===== config.mk =====
export PLATFORM = sky130hd
export DESIGN_NAME = data_mem_ctrl
export DESIGN_NICKNAME = d
export VERILOG_FILES = /design/src/rtl/mem_pkg.sv /design/src/rtl/mem_lane_align.sv /design/src/rtl/data_mem_ctrl.sv
export SDC_FILE = /design/constraint.sdc
export NUM_CORES = 2
export LEC_CHECK = 0
export BUFFER_PORTS_ARGS = -buffer_cell sky130_fd_sc_hd__buf_4
export CAP_MARGIN = 30
export CELL_PAD_IN_SITES_DETAIL_PLACEMENT = 2
export CELL_PAD_IN_SITES_GLOBAL_PLACEMENT = 2
export CORE_MARGIN = 5
export CORE_UTILIZATION = 30
export CTS_CLUSTER_DIAMETER = 30
export CTS_CLUSTER_SIZE = 30
export DETAILED_ROUTE_END_ITERATION = 10
export PLACE_DENSITY = 0.64
export REMOVE_ABC_BUFFERS = 1
export SYNTH_ARGS = -nofsm -noshare
export SYNTH_HDL_FRONTEND = slang
export SYNTH_SLANG_ARGS = --single-unit
export TNS_END_PERCENT = 10

===== constraint.sdc =====
create_clock -name clk -period 5.4 [get_ports clk]
set_input_delay 0.54 -clock clk [delete_from_list [all_inputs] [get_ports clk]]
set_output_delay 0.54 -clock clk [all_outputs]
set_load 0.005 [all_outputs]

===== src/rtl/mem_pkg.sv =====
// Shared constants and types for the byte-addressable data memory controller:
// access-size encodings, controller FSM states and latency bounds.
package mem_pkg;

  localparam logic [1:0] SIZE_B = 2'b00;
  localparam logic [1:0] SIZE_H = 2'b01;
  localparam logic [1:0] SIZE_W = 2'b10;

  typedef enum logic [1:0] {
    ST_IDLE = 2'd0,
    ST_BUSY = 2'd1,
    ST_RESP = 2'd2
  } state_e;

  localparam int unsigned READ_LATENCY_MIN = 1;
  localparam int unsigned READ_LATENCY_MAX = 4;
  localparam int unsigned LAT_CNT_W        = $clog2(READ_LATENCY_MAX);

  // Number of bytes touched by an access; 0 marks the reserved encoding.
  function automatic logic [2:0] size_bytes(input logic [1:0] size);
    case (size)
      SIZE_B:  size_bytes = 3'd1;
      SIZE_H:  size_bytes = 3'd2;
      SIZE_W:  size_bytes = 3'd4;
      default: size_bytes = 3'd0;
    endcase
  endfunction

endpackage


===== src/rtl/mem_lane_align.sv =====
// Load-path lane selection: shifts the addressed bytes of a little-endian word
// down to bit 0 and sign- or zero-extends them to the full data width.
module mem_lane_align
  import mem_pkg::*;
#(
  parameter int XLEN = 32
) (
  input  logic [XLEN-1:0] word_i,
  input  logic [1:0]      offset_i,
  input  logic [1:0]      size_i,
  input  logic            unsigned_i,
  output logic [XLEN-1:0] data_o
);

  logic [XLEN-1:0] shifted;

  assign shifted = word_i >> {offset_i, 3'b000};

  always_comb begin
    data_o = '0;
    case (size_i)
      SIZE_B:  data_o = unsigned_i ? {{(XLEN-8){1'b0}}, shifted[7:0]}
                                   : {{(XLEN-8){shifted[7]}}, shifted[7:0]};
      SIZE_H:  data_o = unsigned_i ? {{(XLEN-16){1'b0}}, shifted[15:0]}
                                   : {{(XLEN-16){shifted[15]}}, shifted[15:0]};
      SIZE_W:  data_o = shifted;
      default: data_o = '0;
    endcase
  end

endmodule


===== src/rtl/data_mem_ctrl.sv =====
// Byte-addressable data memory with valid/ready request/response handshake,
// configurable access latency and RISC-V sub-word load/store support.
module data_mem_ctrl
  import mem_pkg::*;
#(
  parameter int DEPTH_BYTES  = 256,
  parameter int READ_LATENCY = 1,
  parameter int XLEN         = 32
) (
  input  logic            clk,
  input  logic            reset,
  input  logic            req_valid,
  output logic            req_ready,
  input  logic            req_we,
  input  logic [31:0]     req_addr,
  input  logic [1:0]      req_size,
  input  logic            req_unsigned,
  input  logic [XLEN-1:0] req_wdata,
  output logic            rsp_valid,
  input  logic            rsp_ready,
  output logic [XLEN-1:0] rsp_rdata,
  output logic            rsp_err
);

  localparam int AW = $clog2(DEPTH_BYTES);
  localparam logic [LAT_CNT_W-1:0] CNT_LOAD = LAT_CNT_W'(READ_LATENCY - 1);

  logic [7:0] memory [DEPTH_BYTES];

  state_e                 state_q;
  logic [LAT_CNT_W-1:0]   cnt_q;
  logic                   we_q;
  logic [31:0]            addr_q;
  logic [1:0]             size_q;
  logic                   unsigned_q;
  logic [XLEN-1:0]        wdata_q;
  logic                   req_ready_q;
  logic                   rsp_valid_q;
  logic                   rsp_err_q;
  logic [XLEN-1:0]        rsp_rdata_q;

  logic                   commit;
  logic                   err_d;
  logic [32:0]            last_byte;
  logic [AW-1:0]          base_idx;
  logic [XLEN-1:0]        load_word;
  logic [XLEN-1:0]        load_data;
  logic [XLEN-1:0]        rdata_d;
  logic [3:0]             be_d;
  logic [XLEN-1:0]        wdata_lane;

  // 33-bit sum so a request near the top of the address space cannot wrap.
  assign last_byte = {1'b0, addr_q} + 33'(size_bytes(size_q)) - 33'd1;

  always_comb begin
    err_d = 1'b0;
    case (size_q)
      SIZE_B:  err_d = 1'b0;
      SIZE_H:  err_d = addr_q[0];
      SIZE_W:  err_d = |addr_q[1:0];
      default: err_d = 1'b1;
    endcase
    if (last_byte >= 33'(DEPTH_BYTES)) begin
      err_d = 1'b1;
    end
  end

  assign base_idx = addr_q[AW-1:0] & ~AW'(3);

  generate
    for (genvar gi = 0; gi < 4; gi++) begin : g_lane
      assign load_word[8*gi +: 8] = memory[base_idx | AW'(gi)];
    end
  endgenerate

  mem_lane_align #(.XLEN(XLEN)) u_align (
    .word_i    (load_word),
    .offset_i  (addr_q[1:0]),
    .size_i    (size_q),
    .unsigned_i(unsigned_q),
    .data_o    (load_data)
  );

  assign rdata_d = (err_d || we_q) ? '0 : load_data;

  always_comb begin
    be_d = 4'b0000;
    case (size_q)
      SIZE_B:  be_d = 4'b0001 << addr_q[1:0];
      SIZE_H:  be_d = 4'b0011 << addr_q[1:0];
      SIZE_W:  be_d = 4'b1111;
      default: be_d = 4'b0000;
    endcase
  end

  assign wdata_lane = wdata_q << {addr_q[1:0], 3'b000};
  assign commit     = (state_q == ST_BUSY) && (cnt_q == '0);

  // Memory has no reset; an asynchronous reset forces IDLE, so no commit fires.
  always_ff @(posedge clk) begin
    if (commit && we_q && !err_d) begin
      for (int i = 0; i < 4; i++) begin
        if (be_d[i]) begin
          memory[base_idx | AW'(i)] <= wdata_lane[8*i +: 8];
        end
      end
    end
  end

  always_ff @(posedge clk or posedge reset) begin
    if (reset) begin
      state_q     <= ST_IDLE;
      cnt_q       <= '0;
      we_q        <= 1'b0;
      addr_q      <= '0;
      size_q      <= SIZE_B;
      unsigned_q  <= 1'b0;
      wdata_q     <= '0;
      req_ready_q <= 1'b1;
      rsp_valid_q <= 1'b0;
      rsp_rdata_q <= '0;
      rsp_err_q   <= 1'b0;
    end else begin
      case (state_q)
        ST_IDLE: begin
          if (req_valid) begin
            we_q        <= req_we;
            addr_q      <= req_addr;
            size_q      <= req_size;
            unsigned_q  <= req_unsigned;
            wdata_q     <= req_wdata;
            cnt_q       <= CNT_LOAD;
            req_ready_q <= 1'b0;
            state_q     <= ST_BUSY;
          end
        end
        ST_BUSY: begin
          if (cnt_q == '0) begin
            rsp_valid_q <= 1'b1;
            rsp_rdata_q <= rdata_d;
            rsp_err_q   <= err_d;
            state_q     <= ST_RESP;
          end else begin
            cnt_q <= cnt_q - LAT_CNT_W'(1);
          end
        end
        ST_RESP: begin
          if (rsp_ready) begin
            rsp_valid_q <= 1'b0;
            rsp_rdata_q <= '0;
            rsp_err_q   <= 1'b0;
            req_ready_q <= 1'b1;
            state_q     <= ST_IDLE;
          end
        end
        default: begin
          state_q     <= ST_IDLE;
          req_ready_q <= 1'b1;
        end
      endcase
    end
  end

  assign req_ready = req_ready_q;
  assign rsp_valid = rsp_valid_q;
  assign rsp_rdata = rsp_rdata_q;
  assign rsp_err   = rsp_err_q;

endmodule

==> results.toml <==
[drt]
drt_first_pass_iters = 5
vias = 53600
drc = 0
post_drt_wl_per_cell_um = 34.1
dr.first_iter.drc_count = 6314
wirelength_um = 335000
vias_per_cell = 5.45
antenna_left = 0

[logic_synthesis]
synthCells = 4812
ys_ff_latch = 2155
async_flop_share_pct = 4.97
synth_ff_type = "edfxtp_1"
synth_cell_types = 97
synth-edff-count = 2048
syn_area_um2 = 88600
synth_area_per_cell_um2 = 18.4
yosysSeqAreaShare_pct = 72.4
yosysWarningCount = 0

[global_route]
antenna_found_initial = 26
grt_pass1_vias = 57500
grt-ovfl-total = 0
grt_pass1_wl_um = 473000
grt_max_degree = 129
track_usage_pct = 21.5

[sta]
period_needed_ps = 5450
finalCritPeriodShare_pct = 101
skew_ps = 64.1
hold_ws_ps = 115
fin_ws_ps = -52.0
max_freq_ghz = 0.183
hold_viol = 0
finalSetupViolCount = 43
drv_slew = 0
slew-limit-headroom_pct = 14.4
worstMarginPinSlew_ps = 1280
rsz0062_at_grt = "yes"

[critical_path]
cp.arrival_ps = 6030
crit_required_ps = 5970
crit_path_end_kind = "register"
startpoint_type = "register"
cp_max_fo = 76
worst-setup-path-type = "register to register"

[worst_hold_path]
holdCritPathClass = "input pin to async pin"

[power_and_ir_drop]
clkPwrFrac_pct = 35.7
p_leak_nw = 37.0
power_mw = 76.5
max-vdd-ir-drop_v = 0.000998
powerDensity_nw_per_um2 = 677
internal-power_mw = 48.1
p_comb_share_pct = 34.5
swShare_pct = 37.1
p_seq_share_pct = 29.8
p_switching_mw = 28.4

[clocking]
cts_buffers = 433
root_buffer = "clkbuf_16"
cts_tree = "built"
clock_latency_ps = 930
ctsLongestPathBuffers = 4
clkSlewWorstSetupHoldPaths_ps = 50
cts.sinks = 2155
htreeDepth = 5

[floorplan]
die_x_um = 554
core-area_um2 = 294000
ioPinCount = 107
die-area_um2 = 306000
dieHeight_um = 554
rows = 199
start_util_pct = 30.1

[run_status]
status = "finished, violations left"
violations = "setup timing"

[placed_design]
placedCellCount = 8924
hpwl_um = 214000
place.gp.congestion = 0.887
placed_area_um2 = 96900
numPortBuffers = 106

[layout]
final_area_um2 = 113000
layout.nets = 5635
drive_above_1_share_pct = 34.3
syn_to_final_growth_pct = 27.4
fin_cells = 9823

[flow_run]
maxCapViolations = 0
[worst paths after layout]
path / slack (ps) / startpoint / cells past startpoint / endpoint
worst max-delay path: -50 / size_q[0]$_DFFE_PP0P_ / 19 / memory[62][30]$_DFFE_PP_
worst min-delay path: 110 / reset / 3 / addr_q[24]$_DFFE_PP0P_
worst max register to register: -50 / size_q[0]$_DFFE_PP0P_ / 19 / memory[62][30]$_DFFE_PP_
worst min register to register: 500 / rsp_rdata[8]$_DFFE_PP0P_ / 2 / rsp_rdata[8]$_DFFE_PP0P_
max in group asynchronous: 3830 / reset / 5 / wdata_q[31]$_DFFE_PP0P_
min in group clk: 300 / req_addr[0] / 3 / addr_q[0]$_DFFE_PP0P_
[cells by family (layout without fill, tap and decap cells)]
logic type	Yosys count	in the layout	synth area share (%)
AO/OA/AOI/OAI	448	448	3.47
XOR/XNOR	5	5	0.0494
adder cells (fa/ha/maj)	42	42	0.601
buffers and inverters	393	1471	2.19
flip-flops	2155	2155	72.4
multiplexers	655	655	15.4
other	0	14	0
AND/OR/NAND/NOR	1114	1114	5.93
[layout make-up]
| cell class | instances | area [um^2] |
|---|---|---|
| clock buffers | 495 | 11300 |
| flip-flops and latches | 2155 | 64200 |
| repair buffers | 611 | 5190 |
| clock inverters | 309 | 3510 |
| diodes | 14 | 35.0 |
| inverters | 56 | 218 |
| well taps | 3919 | 4900 |
| fillers | 28200 | 181000 |
| multi-input cells | 2264 | 23500 |
[state kept, by name, indices dropped and copies added, names as in the netlist, 2 cells and up]
signal and cells:
memory 2048, addr_q 32, wdata_q 32, size_q 2, cnt_q 2, state_q 2
rsp_rdata 32
[cells in the final DEF, fill, tap and decap left out, drive strengths merged, types with 12 or more instances in the layout]
cell | synthesis | layout
clkinv | 2 | 170
a211oi | 29 | 29
a221oi | 16 | 16
a21oi | 92 | 92
nor4 | 72 | 72
bufinv | 0 | 60
and2 | 35 | 35
and3 | 25 | 25
diode | 0 | 14
nor3 | 215 | 215
inv | 54 | 84
clkinvlp | 0 | 51
o22ai | 18 | 18
nor2 | 151 | 151
nor2b | 30 | 30
nand3 | 106 | 106
a21o | 12 | 12
edfxtp | 2048 | 2048
nand2 | 409 | 409
a31oi | 18 | 18
mux4 | 559 | 559
buf | 187 | 536
ha | 41 | 41
o211ai | 15 | 15
a22oi | 33 | 33
clkbuf | 150 | 498
mux2 | 46 | 46
dlygate4sd3 | 0 | 70
dfrtp | 106 | 106
o21ai | 113 | 113
mux2i | 50 | 50
nand2b | 12 | 12
nand4 | 15 | 15
[per-stage QoR]
stage / util [%] / TNS (ps) / setup WS (ps)
finish: 38.4 / -1120 / -52.0
global route: 38.4 / -32030 / -172
CTS: 38.2 / -4850 / -122
detailed placement: 32.9 / -6060 / -125
global placement: 32.9 / -1520 / -96.8
floorplan: - / - / -28820
[synthesized netlist by cell type (45+ instances only)]
library cell / instances / area, um^2
mux2i_1: 50 / 500
mux2_2: 45 / 507
dfrtp_1: 106 / 2650
clkbuf_1: 149 / 559
edfxtp_1: 2048 / 61500
o21ai_0: 70 / 350
mux4_2: 559 / 12600
nand2_1: 409 / 1540
nor2_1: 151 / 567
buf_2: 85 / 425
nor4_1: 71 / 444
nor3_1: 215 / 1080
nand3_1: 106 / 531
inv_1: 51 / 191
a21oi_1: 90 / 450
[critical path, cell delays in order (launching register included)]
cell	delay [ps]
dfrtp_2	440
or2_2	320
ha_1	200
inv_1	70
ha_1	190
inv_1	70
fa_1	410
nand2b_1	180
a221oi_4	380
o211ai_4	170
nand4_1	180
mux2_1	370
a21o_1	190
nor4_2	250
nand4_1	280
buf_12	260
buf_6	170
buf_12	190
nor3_1	360
buf_4	270
[timing repair]
item / in CTS / in global routing
buffers inserted: 0 / 3
hold buffers: 70 / 0
pin swaps: 1 / 8
endpoints found under the hold margin: 148 / 0
gates resized for setup: 7 / 51
setup endpoints to repair: 328 / 1326
[routing by layer]
metal / GRT usage [%] / share of wire (%) / up-vias
li1: - / - / 21200
met1: 28.2 / 40 / 29000
met2: 34.1 / 47 / 2685
met3: 4.30 / 7.7 / 617
met4: 10.7 / 5.6 / 8
met5: 0 / 0.014 / -
[power groups by stage]
stage | clock (mW) | combinational [mW] | sequential [mW]
final | 27.3 | 26.4 | 22.8
after global routing | 28.6 | 27.3 | 22.8
after CTS | 27.6 | 26.1 | 22.8
after detailed placement | 0 | 25.8 | 23.1
after global placement | 0 | 24.9 | 23.1
after floorplan | 0 | 11.6 | 24.0
Note: power is estimated with default switching activity, not from simulation.
